$ cat config.mk
export PLATFORM = sky130hd
export DESIGN_NAME = fetch_stage
export DESIGN_NICKNAME = d
export VERILOG_FILES = /design/src/rtl/cpu_pkg.sv /design/src/rtl/fetch_fifo.sv /design/src/rtl/fetch_stage.sv
export SDC_FILE = /design/constraint.sdc
export NUM_CORES = 1
export LEC_CHECK = 0
export CORE_MARGIN = 3
export CORE_UTILIZATION = 57
export CTS_CLUSTER_DIAMETER = 40
export CTS_CLUSTER_SIZE = 12
export DETAILED_ROUTE_END_ITERATION = 16
export PLACE_DENSITY = 0.8
export RECOVER_POWER = 50
export SETUP_SLACK_MARGIN = 0.4
export SLEW_MARGIN = 15
export SYNTH_ARGS = -nofsm -noshare
export SYNTH_HDL_FRONTEND = slang
export SYNTH_HIERARCHICAL = 1
export SYNTH_SLANG_ARGS = --single-unit
$ cat constraint.sdc
create_clock -name clk -period 6.4 [get_ports clk]
set_input_delay 0.64 -clock clk [delete_from_list [all_inputs] [get_ports clk]]
set_output_delay 0.64 -clock clk [all_outputs]
set_load 0.02 [all_outputs]
$ cat src/rtl/cpu_pkg.sv
`default_nettype none
// ============================================================================
// cpu_pkg : shared types and constants for the 16-bit pipeline front end.
// Optional macro: FETCH_BUS_ERR_EN adds a fault bit to each fetch entry.
// Revision: 1.0
// ============================================================================
package cpu_pkg;

    localparam logic [15:0] RESET_PC_DEFAULT = 16'h0000;

    typedef enum logic [1:0] {
        IDLE    = 2'd0,
        REQ     = 2'd1,
        DISCARD = 2'd2
    } fetch_state_t;

    typedef struct packed {
        logic [15:0] pc;
        logic [15:0] instr;
`ifdef FETCH_BUS_ERR_EN
        logic        fault;
`endif
    } fetch_entry_t;

endpackage
`default_nettype wire

$ cat src/rtl/fetch_fifo.sv
`default_nettype none
// ============================================================================
// fetch_fifo : prefetch FIFO of {pc, instr} entries, DEPTH 1..4; flush beats push.
// Revision: 1.0
// ============================================================================
module fetch_fifo
    import cpu_pkg::*;
#(
    parameter int DEPTH = 2
) (
    input  logic         clk,
    input  logic         rst_n,
    input  logic         push,
    input  logic         pop,
    input  logic         flush,
    input  fetch_entry_t wr_entry,
    output fetch_entry_t head,
    output logic [2:0]   count
);
    localparam logic [1:0] LAST_IDX = 2'(DEPTH - 1);
    localparam logic [2:0] FULL_CNT = 3'(DEPTH);

    // Storage is always four slots so 2-bit pointers index it cleanly for any DEPTH.
    fetch_entry_t slots [4];
    logic [1:0]   rd_ptr;
    logic [1:0]   wr_ptr;
    logic         do_pop;
    logic         do_push;

    function automatic logic [1:0] ptr_inc(input logic [1:0] p);
        return (p == LAST_IDX) ? 2'd0 : p + 2'd1;
    endfunction

    assign do_pop  = pop && (count != 3'd0);
    assign do_push = push && ((count != FULL_CNT) || do_pop);
    assign head    = slots[rd_ptr];

    always_ff @(posedge clk or negedge rst_n) begin
        if (!rst_n) begin
            rd_ptr <= 2'd0;
            wr_ptr <= 2'd0;
            count  <= 3'd0;
            for (int i = 0; i < 4; i++) begin
                slots[i] <= '0;
            end
        end else if (flush) begin
            rd_ptr <= 2'd0;
            wr_ptr <= 2'd0;
            count  <= 3'd0;
        end else begin
            if (do_push) begin
                slots[wr_ptr] <= wr_entry;
                wr_ptr        <= ptr_inc(wr_ptr);
            end
            if (do_pop) begin
                rd_ptr <= ptr_inc(rd_ptr);
            end
            case ({do_push, do_pop})
                2'b10:   count <= count + 3'd1;
                2'b01:   count <= count - 3'd1;
                default: count <= count;
            endcase
        end
    end

endmodule
`default_nettype wire

$ cat src/rtl/fetch_stage.sv
`default_nettype none
// ============================================================================
// fetch_stage : single-outstanding instruction fetch feeding decode via a prefetch FIFO.
// Optional macro: FETCH_BUS_ERR_EN adds mem_err / instr_fault and halts on bus error.
// Revision: 1.0
// ============================================================================
module fetch_stage
    import cpu_pkg::*;
#(
    parameter logic [15:0] RESET_PC   = RESET_PC_DEFAULT,
    parameter int          FIFO_DEPTH = 2
) (
    input  logic        clk,
    input  logic        rst_n,
    input  logic        stall,
    input  logic        branch_taken,
    input  logic [15:0] branch_target,
    output logic        mem_req,
    output logic [15:0] mem_addr,
    input  logic        mem_ack,
    input  logic [15:0] mem_rdata,
`ifdef FETCH_BUS_ERR_EN
    input  logic        mem_err,
    output logic        instr_fault,
`endif
    output logic        instr_valid,
    output logic [15:0] instr_out,
    output logic [15:0] pc_out
);
    localparam logic [2:0] DEPTH_CNT = 3'(FIFO_DEPTH);

    fetch_state_t state;
    fetch_state_t state_nx;
    logic [15:0]  fetch_pc;
    logic [15:0]  fetch_pc_nx;
    logic [15:0]  stale_addr;
    logic [15:0]  stale_addr_nx;
    logic         push;
    logic         pop;
    logic         flush;
    logic         can_issue;
    logic [2:0]   count;
    logic [2:0]   count_after_push;
    fetch_entry_t wr_entry;
    fetch_entry_t head;
`ifdef FETCH_BUS_ERR_EN
    logic         halted;
    logic         halted_nx;
`endif

    assign pop              = instr_valid && !stall;
    assign count_after_push = count + 3'd1 - {2'b00, pop};
`ifdef FETCH_BUS_ERR_EN
    assign can_issue = (count < DEPTH_CNT) && !halted;
`else
    assign can_issue = (count < DEPTH_CNT);
`endif

    always_comb begin
        state_nx       = state;
        fetch_pc_nx    = fetch_pc;
        stale_addr_nx  = stale_addr;
        push           = 1'b0;
        flush          = 1'b0;
        mem_req        = 1'b0;
        mem_addr       = fetch_pc;
        wr_entry       = '0;
        wr_entry.pc    = fetch_pc;
        wr_entry.instr = mem_rdata;
`ifdef FETCH_BUS_ERR_EN
        halted_nx      = halted;
`endif
        case (state)
            IDLE: begin
                if (can_issue) state_nx = REQ;
            end
            REQ: begin
                mem_req = 1'b1;
                if (mem_ack) begin
                    push        = 1'b1;
                    fetch_pc_nx = fetch_pc + 16'd1;
                    state_nx    = (count_after_push < DEPTH_CNT) ? REQ : IDLE;
`ifdef FETCH_BUS_ERR_EN
                    if (mem_err) begin
                        wr_entry.instr = '0;
                        wr_entry.fault = 1'b1;
                        halted_nx      = 1'b1;
                        state_nx       = IDLE;
                    end
`endif
                end
            end
            DISCARD: begin
                // The memory still owns the pre-branch request; keep its address stable.
                mem_req  = 1'b1;
                mem_addr = stale_addr;
                if (mem_ack) state_nx = (count < DEPTH_CNT) ? REQ : IDLE;
            end
            default: state_nx = IDLE;
        endcase

        if (branch_taken) begin
            flush       = 1'b1;
            push        = 1'b0;
            fetch_pc_nx = branch_target;
`ifdef FETCH_BUS_ERR_EN
            halted_nx   = 1'b0;
`endif
            if (state == REQ && !mem_ack) begin
                state_nx      = DISCARD;
                stale_addr_nx = fetch_pc;
            end else if (state == DISCARD && !mem_ack) begin
                state_nx = DISCARD;
            end else begin
                state_nx = REQ;
            end
        end
    end

    always_ff @(posedge clk or negedge rst_n) begin
        if (!rst_n) begin
            state      <= IDLE;
            fetch_pc   <= RESET_PC;
            stale_addr <= RESET_PC;
        end else begin
            state      <= state_nx;
            fetch_pc   <= fetch_pc_nx;
            stale_addr <= stale_addr_nx;
        end
    end

`ifdef FETCH_BUS_ERR_EN
    always_ff @(posedge clk or negedge rst_n) begin
        if (!rst_n) halted <= 1'b0;
        else        halted <= halted_nx;
    end
`endif

    fetch_fifo #(
        .DEPTH (FIFO_DEPTH)
    ) u_fifo (
        .clk      (clk),
        .rst_n    (rst_n),
        .push     (push),
        .pop      (pop),
        .flush    (flush),
        .wr_entry (wr_entry),
        .head     (head),
        .count    (count)
    );

    assign instr_valid = (count != 3'd0);
    assign instr_out   = head.instr;
    assign pc_out      = head.pc;
`ifdef FETCH_BUS_ERR_EN
    assign instr_fault = instr_valid && head.fault;
`endif

endmodule
`default_nettype wire

==> results of run 1 <==
==> per-stage QoR <==
step	instance area [um2]	power [mW]	hold WS [ps]
floorplan	8272	2.105	344.4
global placement	9095	2.483	463.5
detailed placement	9095	2.536	475.1
CTS	9764	3.689	299.1
global route	9713	3.829	305.5
finish	9713	3.657	260.7
==> state kept, by name, summed over array words and instances, names as in the netlist <==
signal / flops
u_fifo/slots: 128
fetch_pc: 16
stale_addr: 16
u_fifo/count: 3
state: 2
u_fifo/rd_ptr: 2
u_fifo/wr_ptr: 2
==> cell families (layout without fill, tap and decap cells) <==
group	Yosys count	count (layout)	synth area share
flip-flops	169	169	0.5113
AND/OR/NAND/NOR	77	77	0.05657
adder cells (fa/ha/maj)	7	7	0.01150
AO/OA/AOI/OAI	46	46	0.03525
multiplexers	188	188	0.3261
buffers and inverters	44	132	0.04024
XOR/XNOR	18	18	0.01906
==> worst min path at each step <==
stage          slack [ps]      startpoint  depth (start not counted)               end
3_5_place_dp          480  stale_addr[14]                          2    stale_addr[14]
2_1_floorplan         340           rst_n                          0       fetch_pc[0]
6_report              260           rst_n                          1  u_fifo/slots[96]
4_1_cts               300           rst_n                          1  u_fifo/slots[96]
5_1_grt               310           rst_n                          1  u_fifo/slots[96]
3_3_place_gp          460  stale_addr[14]                          2    stale_addr[14]
==> power breakdown <==
group | internal, mW | switching, mW
registers | 1.32 | 0.170
clock network | 0.737 | 0.403
logic | 0.587 | 0.443
total | 2.64 | 1.02
==> cell usage after synthesis (all sizes together), types with 2 or more instances <==
| master | instances | area share |
|---|---|---|
| xor2 | 2 | 0.0021 |
| mux4 | 32 | 0.087 |
| nand2 | 30 | 0.014 |
| o21bai | 3 | 0.0027 |
| dfrtp | 169 | 0.51 |
| o21a | 2 | 0.0018 |
| clkbuf | 13 | 0.0059 |
| a211oi | 3 | 0.0027 |
| mux2 | 152 | 0.23 |
| nand3 | 8 | 0.0079 |
| nor4 | 6 | 0.0083 |
| nand4 | 6 | 0.011 |
| nand2b | 3 | 0.0023 |
| ha | 6 | 0.0091 |
| nor3 | 6 | 0.0036 |
| nor2b | 2 | 0.0015 |
| xnor2 | 16 | 0.017 |
| buf | 21 | 0.030 |
| o21ai | 28 | 0.017 |
| mux2i | 4 | 0.0048 |
| inv | 10 | 0.0045 |
| nor2 | 12 | 0.0054 |
==> cells in the final DEF (no fill, tap or decap), drive strengths merged, types with 6 or more instances in the layout <==
cell and instances:
clkdlybuf4s50 84, o21ai 28, nand3 8, dfrtp 169, nand2 30, clkbuf 27, mux4 32, nor3 6
xnor2 16, nor4 6, nor2 12, mux2 152, nand4 6, inv 10, ha 6
==> per-layer routing <==
layer | vias to the layer above | global-route usage | routed length (um)
met3 | 30 | 0.05642 | 883
met2 | 130 | 0.3652 | 8390
met5 | - | 0 | 0
li1 | 2155 | - | -
met4 | 0 | 0.08328 | 356
met1 | 2524 | 0.3052 | 7476
==> area by class of cell <==
cell class | count | area [um2] | share of cell area
well taps | 180 | 225.2 | 0.02319
clock buffers | 26 | 539.3 | 0.05552
clock inverters | 6 | 130.1 | 0.01340
multi-input cells | 336 | 3662 | 0.3770
flip-flops and latches | 169 | 4230 | 0.4355
inverters | 10 | 37.54 | 0.003864
repair buffers | 90 | 888.4 | 0.09146
==> impl_metrics.csv, run 1 <==
group,metric,value,unit
setup_path,critical_path_class,"in2reg",
route,route.detailed.drc,0,
place,dp_cells,785,
setup_path,endpoint,"u_fifo/slots[80]",
global_route,grt_max_degree,86,
global_route,grt_pass1_vias,5421,
global_route,grt_pass1_wl,28.77,mm
cts,htreeDepth,4,
sta,max_freq,230.8,MHz
synthesis,postSynthCellCount,549,
layout,syn2layout_area_growth,17.43,%
route,drtIter0Drc,306,
setup_path,critical_path_buf_inv_count,2,
sta,hold_viol_final,0,
global_route,gr-usage-all-layers,0.2279,
job,cap_violations,1,
cts,hold_buffers,0,
sta,period_share,0.6771,
sta,finalSetupViolations,0,
place,dpl.hpwl,10.49,mm
die,rows,43,
worst_hold_path,hold_class,"in2async",
cts,cts_buffers,17,
cts,tritoncts,"yes",
setup_path,crit_slowest_cell,"nor2_1",
cts,clkTransAtPathRegs,60,ps
route,via_per_inst,5.923,
synthesis,synth_edf_count,0,
power_and_ir_drop,p_per_area,376.5,nW/um2
cts,clock_latency,420,ps
cts,root_buffer,"clkbuf_16",
setup_path,crit_start,"branch_taken",
sta,final_max_slew_viol_count,48,
setup_path,setup.worst_path.start_class,"primary input",
route,wl,17.11,mm
setup_path,cp_max_fo,47,
cts,cts-resized-gates,0,
place,place_congestion,0.7924,
sta,clock_skew,6.341,ps
layout,postLayoutCoreUtil,0.6917,
route,wl_per_cell,20.94,um
setup_path,cp.depth,6,
setup_path,crit_path_end_kind,"flop",
setup_path,crit_family,"simple AND/OR/NAND/NOR gates",
die,die_w,126.5,um
setup_path,slowest_delay,790,ps
sta,final.setup.worst_slack,2067,ps
route,first_pass_iters,4,
synthesis,synth_cell_type_count,49,
synthesis,synth-async-reset-ratio,1.000,
global_route,gr-total-overflow,0,
layout,n_antenna_cell,0,
setup_path,worstPathRequired,6700,ps
place,port_buffers,86,
outcome,violations,"max-capacitance violations, max-slew violations",
sta,slew_headroom,-0.1825,
die,dieHeight,126.5,um
die,coreArea,14040,um2
cts,cts.sinks,169,
setup_path,path_cells,"dlygate4sd3_1, clkbuf_1, nor2_1, o41a_1, nand4_4, mux2_2",
synthesis,ys_seq_elements,169,
die,start_util,0.5891,
setup_path,r2r_cells,7,
sta,rsz0062_at_grt,"no",
cts,cts_setup_buffers,0,
die,dieArea,15990,um2
cts,clock_path_buffers,2,
sta,tightest_slew,1774,ps
outcome,outcome,"complete, but fails checks",
route,vias,4839,
setup_path,r2r_start,"state[1]",
power_and_ir_drop,p_leak,4.442,nW
place,pre_cts_ws,2639,ps
setup_path,arrival,4630,ps
synthesis,yosys_warnings,6,
synthesis,ys.flop_type,"dfrtp_1",
layout,layout-drive-gt1-share,0.3155,
route,antenna_left,0,
global_route,grt_antenna_before_repair,0,
synthesis,syn_avg_cell_area,15.07,um2
setup_path,r2r_end,"u_fifo/slots[80]",
synthesis,synth_area,8272,um2
layout,stdcell_count,817,
sta,fin_crit,4333,ps
die,ios,87,
layout,fill_cells,921,
power_and_ir_drop,ir_drop,0.2168,mV
sta,tns,0,ps
setup_path,r2r_slack,2810,ps
synthesis,syn_nets,593,
synthesis,yosysSeqAreaShare,0.5113,
layout,finalNetCount,668,
(Power assumes the default switching activity.)
==> inputs of run 2 (changes only) <==
CORE_UTILIZATION = 51   (was 57)
PLACE_DENSITY = 0.76   (was 0.8)
clock period = 3.5 ns   (was 6.4 ns; I/O delays follow)
==> impl_metrics.csv, run 2 (synthesis gave the netlist of run 1 again) <==
group,metric,value,unit
power_and_ir_drop,ir_drop,0.4191,mV
cts,cts_buffers,17,
global_route,grt_antenna_before_repair,0,
route,vias,4861,
sta,final_max_slew_viol_count,95,
cts,clkTransAtPathRegs,60,ps
power_and_ir_drop,p_leak,4.477,nW
cts,clock_path_buffers,2,
sta,max_freq,350.5,MHz
die,die_w,133.4,um
sta,tns,0,ps
global_route,grt_pass1_wl,28.87,mm
layout,stdcell_count,856,
place,port_buffers,86,
die,dieArea,17780,um2
cts,cts-resized-gates,0,
sta,finalSetupViolations,0,
route,antenna_left,0,
outcome,outcome,"complete, but fails checks",
cts,cts.sinks,169,
route,via_per_inst,5.679,
global_route,busiest_layer,"met2",
layout,largest_register,"u_fifo/slots",
setup_path,crit_path_end_kind,"primary output",
power_and_ir_drop,p_int,4.800,mW
setup_path,setup.worst_path.start_class,"flop",
setup_path,cp_max_fo,21,
layout,fill_cells,1134,
route,wl_per_cell,20.41,um
die,start_util,0.5323,
layout,n_antenna_cell,0,
place,place_congestion,0.8517,
global_route,grt_pass1_vias,5323,
sta,fin_crit,2853,ps
layout,mostFrequentLayoutCell,"dfrtp_1",
setup_path,crit_start,"u_fifo/rd_ptr[0]",
sta,clock_skew,10.83,ps
power_and_ir_drop,netSwitchingPower,1.901,mW
route,drtIter0Drc,271,
die,rows,45,
layout,syn2layout_area_growth,19.27,%
sta,hold_viol_final,0,
die,dieHeight,133.4,um
cts,root_buffer,"clkbuf_16",
setup_path,r2r_start,"u_fifo/count[1]",
layout,final_cell_mix,"dfrtp_1, clkdlybuf4s50_1, mux2_2",
job,cap_violations,1,
place,dpl.hpwl,11.21,mm
power_and_ir_drop,clock_power_share,0.309,
global_route,grt_max_degree,96,
worst_hold_path,hold_class,"in2reg",
power_and_ir_drop,combPwrFrac,0.287,
global_route,gr-usage-all-layers,0.2064,
setup_path,arrival,2500,ps
power_and_ir_drop,seq_power_share,0.405,
setup_path,critical_path_class,"reg2out",
cts,hold_buffers,0,
sta,rsz0062_at_grt,"no",
power_and_ir_drop,p_sw_frac,0.2837,
layout,reg_top3,"u_fifo/slots: 128 flops, fetch_pc: 16 flops, stale_addr: 16 flops",
power_and_ir_drop,p_per_area,679.3,nW/um2
global_route,grt_use_met2,0.3332,
sta,period_share,0.8152,
sta,whs,469.6,ps
global_route,grtUsageMet1,0.2906,
route,route.detailed.drc,0,
global_route,gr-total-overflow,0,
global_route,grt_use_met3,0.04758,
outcome,violations,"max-capacitance violations, max-slew violations",
worst_hold_path,min_from,"branch_target[11]",
sta,slew_headroom,-0.5978,
layout,layout-drive-gt1-share,0.3302,
layout,largest_reg_flops,128,
sta,tightest_slew,2397,ps
die,ios,87,
layout,finalNetCount,676,
cts,tritoncts,"yes",
setup_path,worstPathRequired,3150,ps
die,coreArea,15540,um2
cts,htreeDepth,4,
route,wl,17.48,mm
cts,cts_setup_buffers,0,
power_and_ir_drop,power,6.702,mW
cts,clock_latency,420,ps
place,dp_cells,824,
route,first_pass_iters,4,
## run 2: changes by cell type in the layout (fill, tap and decap cells not counted), moves of 2 or more
cell      before  now
clkbuf_1       2    4
clkbuf_2       0    2
buf_12         0    3
inv_6          0    2
clkbuf_8       8    2
nor4_2         0    5
buf_4          3    7
nor4_1         6    1
## run 2: worst max-delay path, stage by stage, from the launching register on
cell,delay (ps)
dfrtp_2,690
buf_12,280
mux4_2,530
clkdlybuf4s50_1,580
## run 2: cell type report
cell class / instances / area, um2 / share of cell area
repair buffers: 98 / 977.2 / 0.09905
flip-flops and latches: 169 / 4230 / 0.4288
clock inverters: 10 / 188.9 / 0.01915
clock buffers: 22 / 464.2 / 0.04705
multi-input cells: 336 / 3704 / 0.3754
inverters: 10 / 37.54 / 0.003805
well taps: 211 / 264.0 / 0.02676
## run 2: through the flow
| step | util | cell area (um2) | setup WS [ps] |
|---|---|---|---|
| floorplan | - | 8272 | 959.4 |
| global placement | 0.5940 | 9231 | 778.6 |
| detailed placement | 0.5940 | 9231 | 651.3 |
| CTS | 0.6361 | 9884 | 566.1 |
| global route | 0.6349 | 9866 | 486.4 |
| finish | 0.6349 | 9866 | 646.9 |
## run 2: power groups by stage
stage / logic, mW / registers [mW] / clock network [mW]
6_report: 1.92 / 2.71 / 2.07
5_1_grt: 2.05 / 2.76 / 2.19
4_1_cts: 1.95 / 2.71 / 2.10
3_5_place_dp: 1.93 / 2.73 / 0
3_3_place_gp: 1.88 / 2.69 / 0
2_1_floorplan: 1.23 / 2.62 / 0
## run 2: routing by layer
metal / part of all wire / wire length [um]
met1: 0.45 / 7939
met2: 0.50 / 8719
met3: 0.041 / 714
met4: 0.0058 / 102
met5: 0 / 0
## run 2: path summary, 6_finish.rpt
kind / end / slack (ps) / cells past startpoint
worst max-delay path: pc_out[15] / 650 / 3
worst min-delay path: fetch_pc[11] / 470 / 3
worst max register to register: u_fifo/slots[25] / 740 / 6
worst min register to register: u_fifo/slots[115] / 490 / 1
max in group asynchronous: u_fifo/rd_ptr[0] / 1300 / 1
min in group asynchronous: u_fifo/slots[37] / 620 / 1
==> inputs of run 3 (changes only) <==
CORE_UTILIZATION = 57   (was 51)
PLACE_DENSITY = 0.8   (was 0.76)
clock period = 2.8 ns   (was 3.5 ns; I/O delays follow)
==> impl_metrics.csv, run 3 (synthesis gave the netlist of run 1 again) <==
group,metric,value,unit
layout,finalNetCount,689,
route,route.detailed.drc,0,
setup_path,slowest_delay,540,ps
cts,cts.sinks,169,
global_route,grt_pass1_wl,29.14,mm
sta,max_freq,401.4,MHz
power_and_ir_drop,p_leak,4.671,nW
setup_path,path_cells,"inv_1, ha_1, nand2_1, nor2_2, nand2b_4, nor2_1, fa_1, o22ai_1, o21a_1, a211oi_1",
cts,htreeDepth,4,
sta,fin_crit,2491,ps
power_and_ir_drop,power,7.951,mW
die,dieArea,15990,um2
die,die_w,126.5,um
die,coreArea,14040,um2
place,place_congestion,0.7618,
cts,clkTransAtPathRegs,60,ps
die,ios,87,
route,drtIter0Drc,310,
layout,syn2layout_area_growth,19.85,%
worst_hold_path,worstHoldEndpoint,"fetch_pc[10]",
sta,slew_headroom,-0.03515,
cts,tritoncts,"yes",
setup_path,r2r_start,"state[1]",
cts,clock_latency,420,ps
worst_hold_path,min_from,"branch_target[10]",
layout,mostFrequentLayoutCell,"dfrtp_1",
route,wl,17.33,mm
power_and_ir_drop,ir_drop,0.4860,mV
sta,rsz0062_at_grt,"yes",
sta,period_share,0.8896,
sta,final_max_slew_viol_count,60,
sta,finalSetupViolations,0,
route,wl_per_cell,20.70,um
sta,tightest_slew,1553,ps
power_and_ir_drop,p_per_area,802.0,nW/um2
route,via_per_inst,5.863,
setup_path,setup.worst_path.start_class,"flop",
die,dieHeight,126.5,um
global_route,gr-usage-all-layers,0.2328,
route,antenna_left,0,
setup_path,arrival,2820,ps
sta,hold_viol_final,0,
worst_hold_path,hold_class,"in2reg",
layout,reg_top3,"u_fifo/slots: 128 flops, fetch_pc: 16 flops, stale_addr: 16 flops",
setup_path,r2r_slack,310,ps
sta,tns,0,ps
outcome,outcome,"complete, but fails checks",
setup_path,cp_max_fo,6,
die,start_util,0.5891,
setup_path,worstPathRequired,3130,ps
global_route,grt_antenna_before_repair,0,
cts,cts_buffers,17,
setup_path,r2r_end,"u_fifo/count[1]",
global_route,grt_max_degree,77,
job,cap_violations,1,
setup_path,r2r_cells,10,
setup_path,critical_path_buf_inv_count,1,
outcome,violations,"max-capacitance violations, max-slew violations",
layout,largest_reg_flops,128,
setup_path,critical_path_class,"reg2reg",
layout,layout-drive-gt1-share,0.3455,
sta,clock_skew,11.96,ps
place,port_buffers,86,
cts,root_buffer,"clkbuf_16",
layout,final_cell_mix,"dfrtp_1, mux2_2, mux2_4",
setup_path,crit_slowest_cell,"fa_1",
route,vias,4907,
place,dpl.hpwl,11.30,mm
global_route,gr-total-overflow,0,
setup_path,crit_family,"adder cells",
setup_path,crit_path_end_kind,"flop",
global_route,grt_pass1_vias,5421,
worst_hold_path,holdPathStages,3,
route,first_pass_iters,4,
layout,n_antenna_cell,0,
die,rows,43,
layout,largest_register,"u_fifo/slots",
cts,clock_path_buffers,2,
run 3: cell types whose count changed in the layout (fill, tap and decap cells not counted), moves of 2 or more:
cell | before | now
clkdlybuf4s50_1 | 85 | 36
dlygate4sd2_1 | 0 | 44
dlygate4sd3_1 | 0 | 2
inv_6 | 2 | 0
bufinv_16 | 5 | 3
dlymetal6s2s_1 | 0 | 4
clkinv_2 | 1 | 3
o21ai_1 | 6 | 8
buf_4 | 7 | 14
o21ai_0 | 22 | 20
buf_12 | 3 | 8
run 3: metrics by stage:
step	worst slack, ps	hold slack [ps]	cell area [um2]	util	cells
2_1_floorplan	421.6	-15.59	8283	-	549
6_report	309.0	408.9	9913	0.7060	837
5_1_grt	181.7	421.4	9913	0.7060	837
3_5_place_dp	202.3	288.2	9298	0.6621	801
3_3_place_gp	256.0	292.0	9298	0.6621	801
4_1_cts	332.4	399.4	9927	0.7069	837
run 3: worst register-to-register path: stages (launching register included):
cell and delay, ps:
dfrtp_1 440, inv_1 100, ha_1 280, nand2_1 170
nor2_2 170, nand2b_4 170, nor2_1 60, fa_1 540
o22ai_1 100, o21a_1 170, a211oi_1 200
run 3: report_power, final:
| part | switching (mW) | internal [mW] | total (mW) |
|---|---|---|---|
| Combinational | 1.02 | 1.18 | 2.20 |
| Sequential | 0.387 | 3.01 | 3.40 |
| Clock | 0.910 | 1.44 | 2.35 |
run 3: layer usage:
metal  part of all wire  wire length (um)  up-vias  GRT usage
met5                  0                 0        -          0
met4             0.0046                79        0    0.05174
met3              0.055               958        5    0.06316
met2               0.51              8779      150     0.3814
met1               0.43              7512     2557     0.3152
li1                   -                 -     2195          -
run 3: worst max-delay path by stage:
stage | start | end | slack (ps) | cells after the start
after floorplan | state[1] | u_fifo/count[1] | 420 | 11
after detailed placement | mem_ack | u_fifo/slots[11] | 200 | 7
after CTS | state[0] | mem_addr[0] | 330 | 5
after global placement | mem_ack | u_fifo/slots[12] | 260 | 7
after global routing | state[1] | u_fifo/count[1] | 180 | 10
final | state[1] | u_fifo/count[1] | 310 | 10
run 3: area by class of cell:
type	count	area [um2]
Timing Repair Buffer	111	1105
Tap cell	180	225.2
Fill cell	935	4129
Clock inverter	8	120.1
Sequential cell	169	4232
Clock buffer	23	467.9
Multi-Input combinational cell	336	3726
Inverter	10	37.54
run 3: timing repair:
item	CTS	global route
resized for setup	54	5
endpoints found under the hold margin	58	0
buffers inserted	4	0
hold buffers	1	0
pin swaps	1	0
setup endpoints to repair	72	10
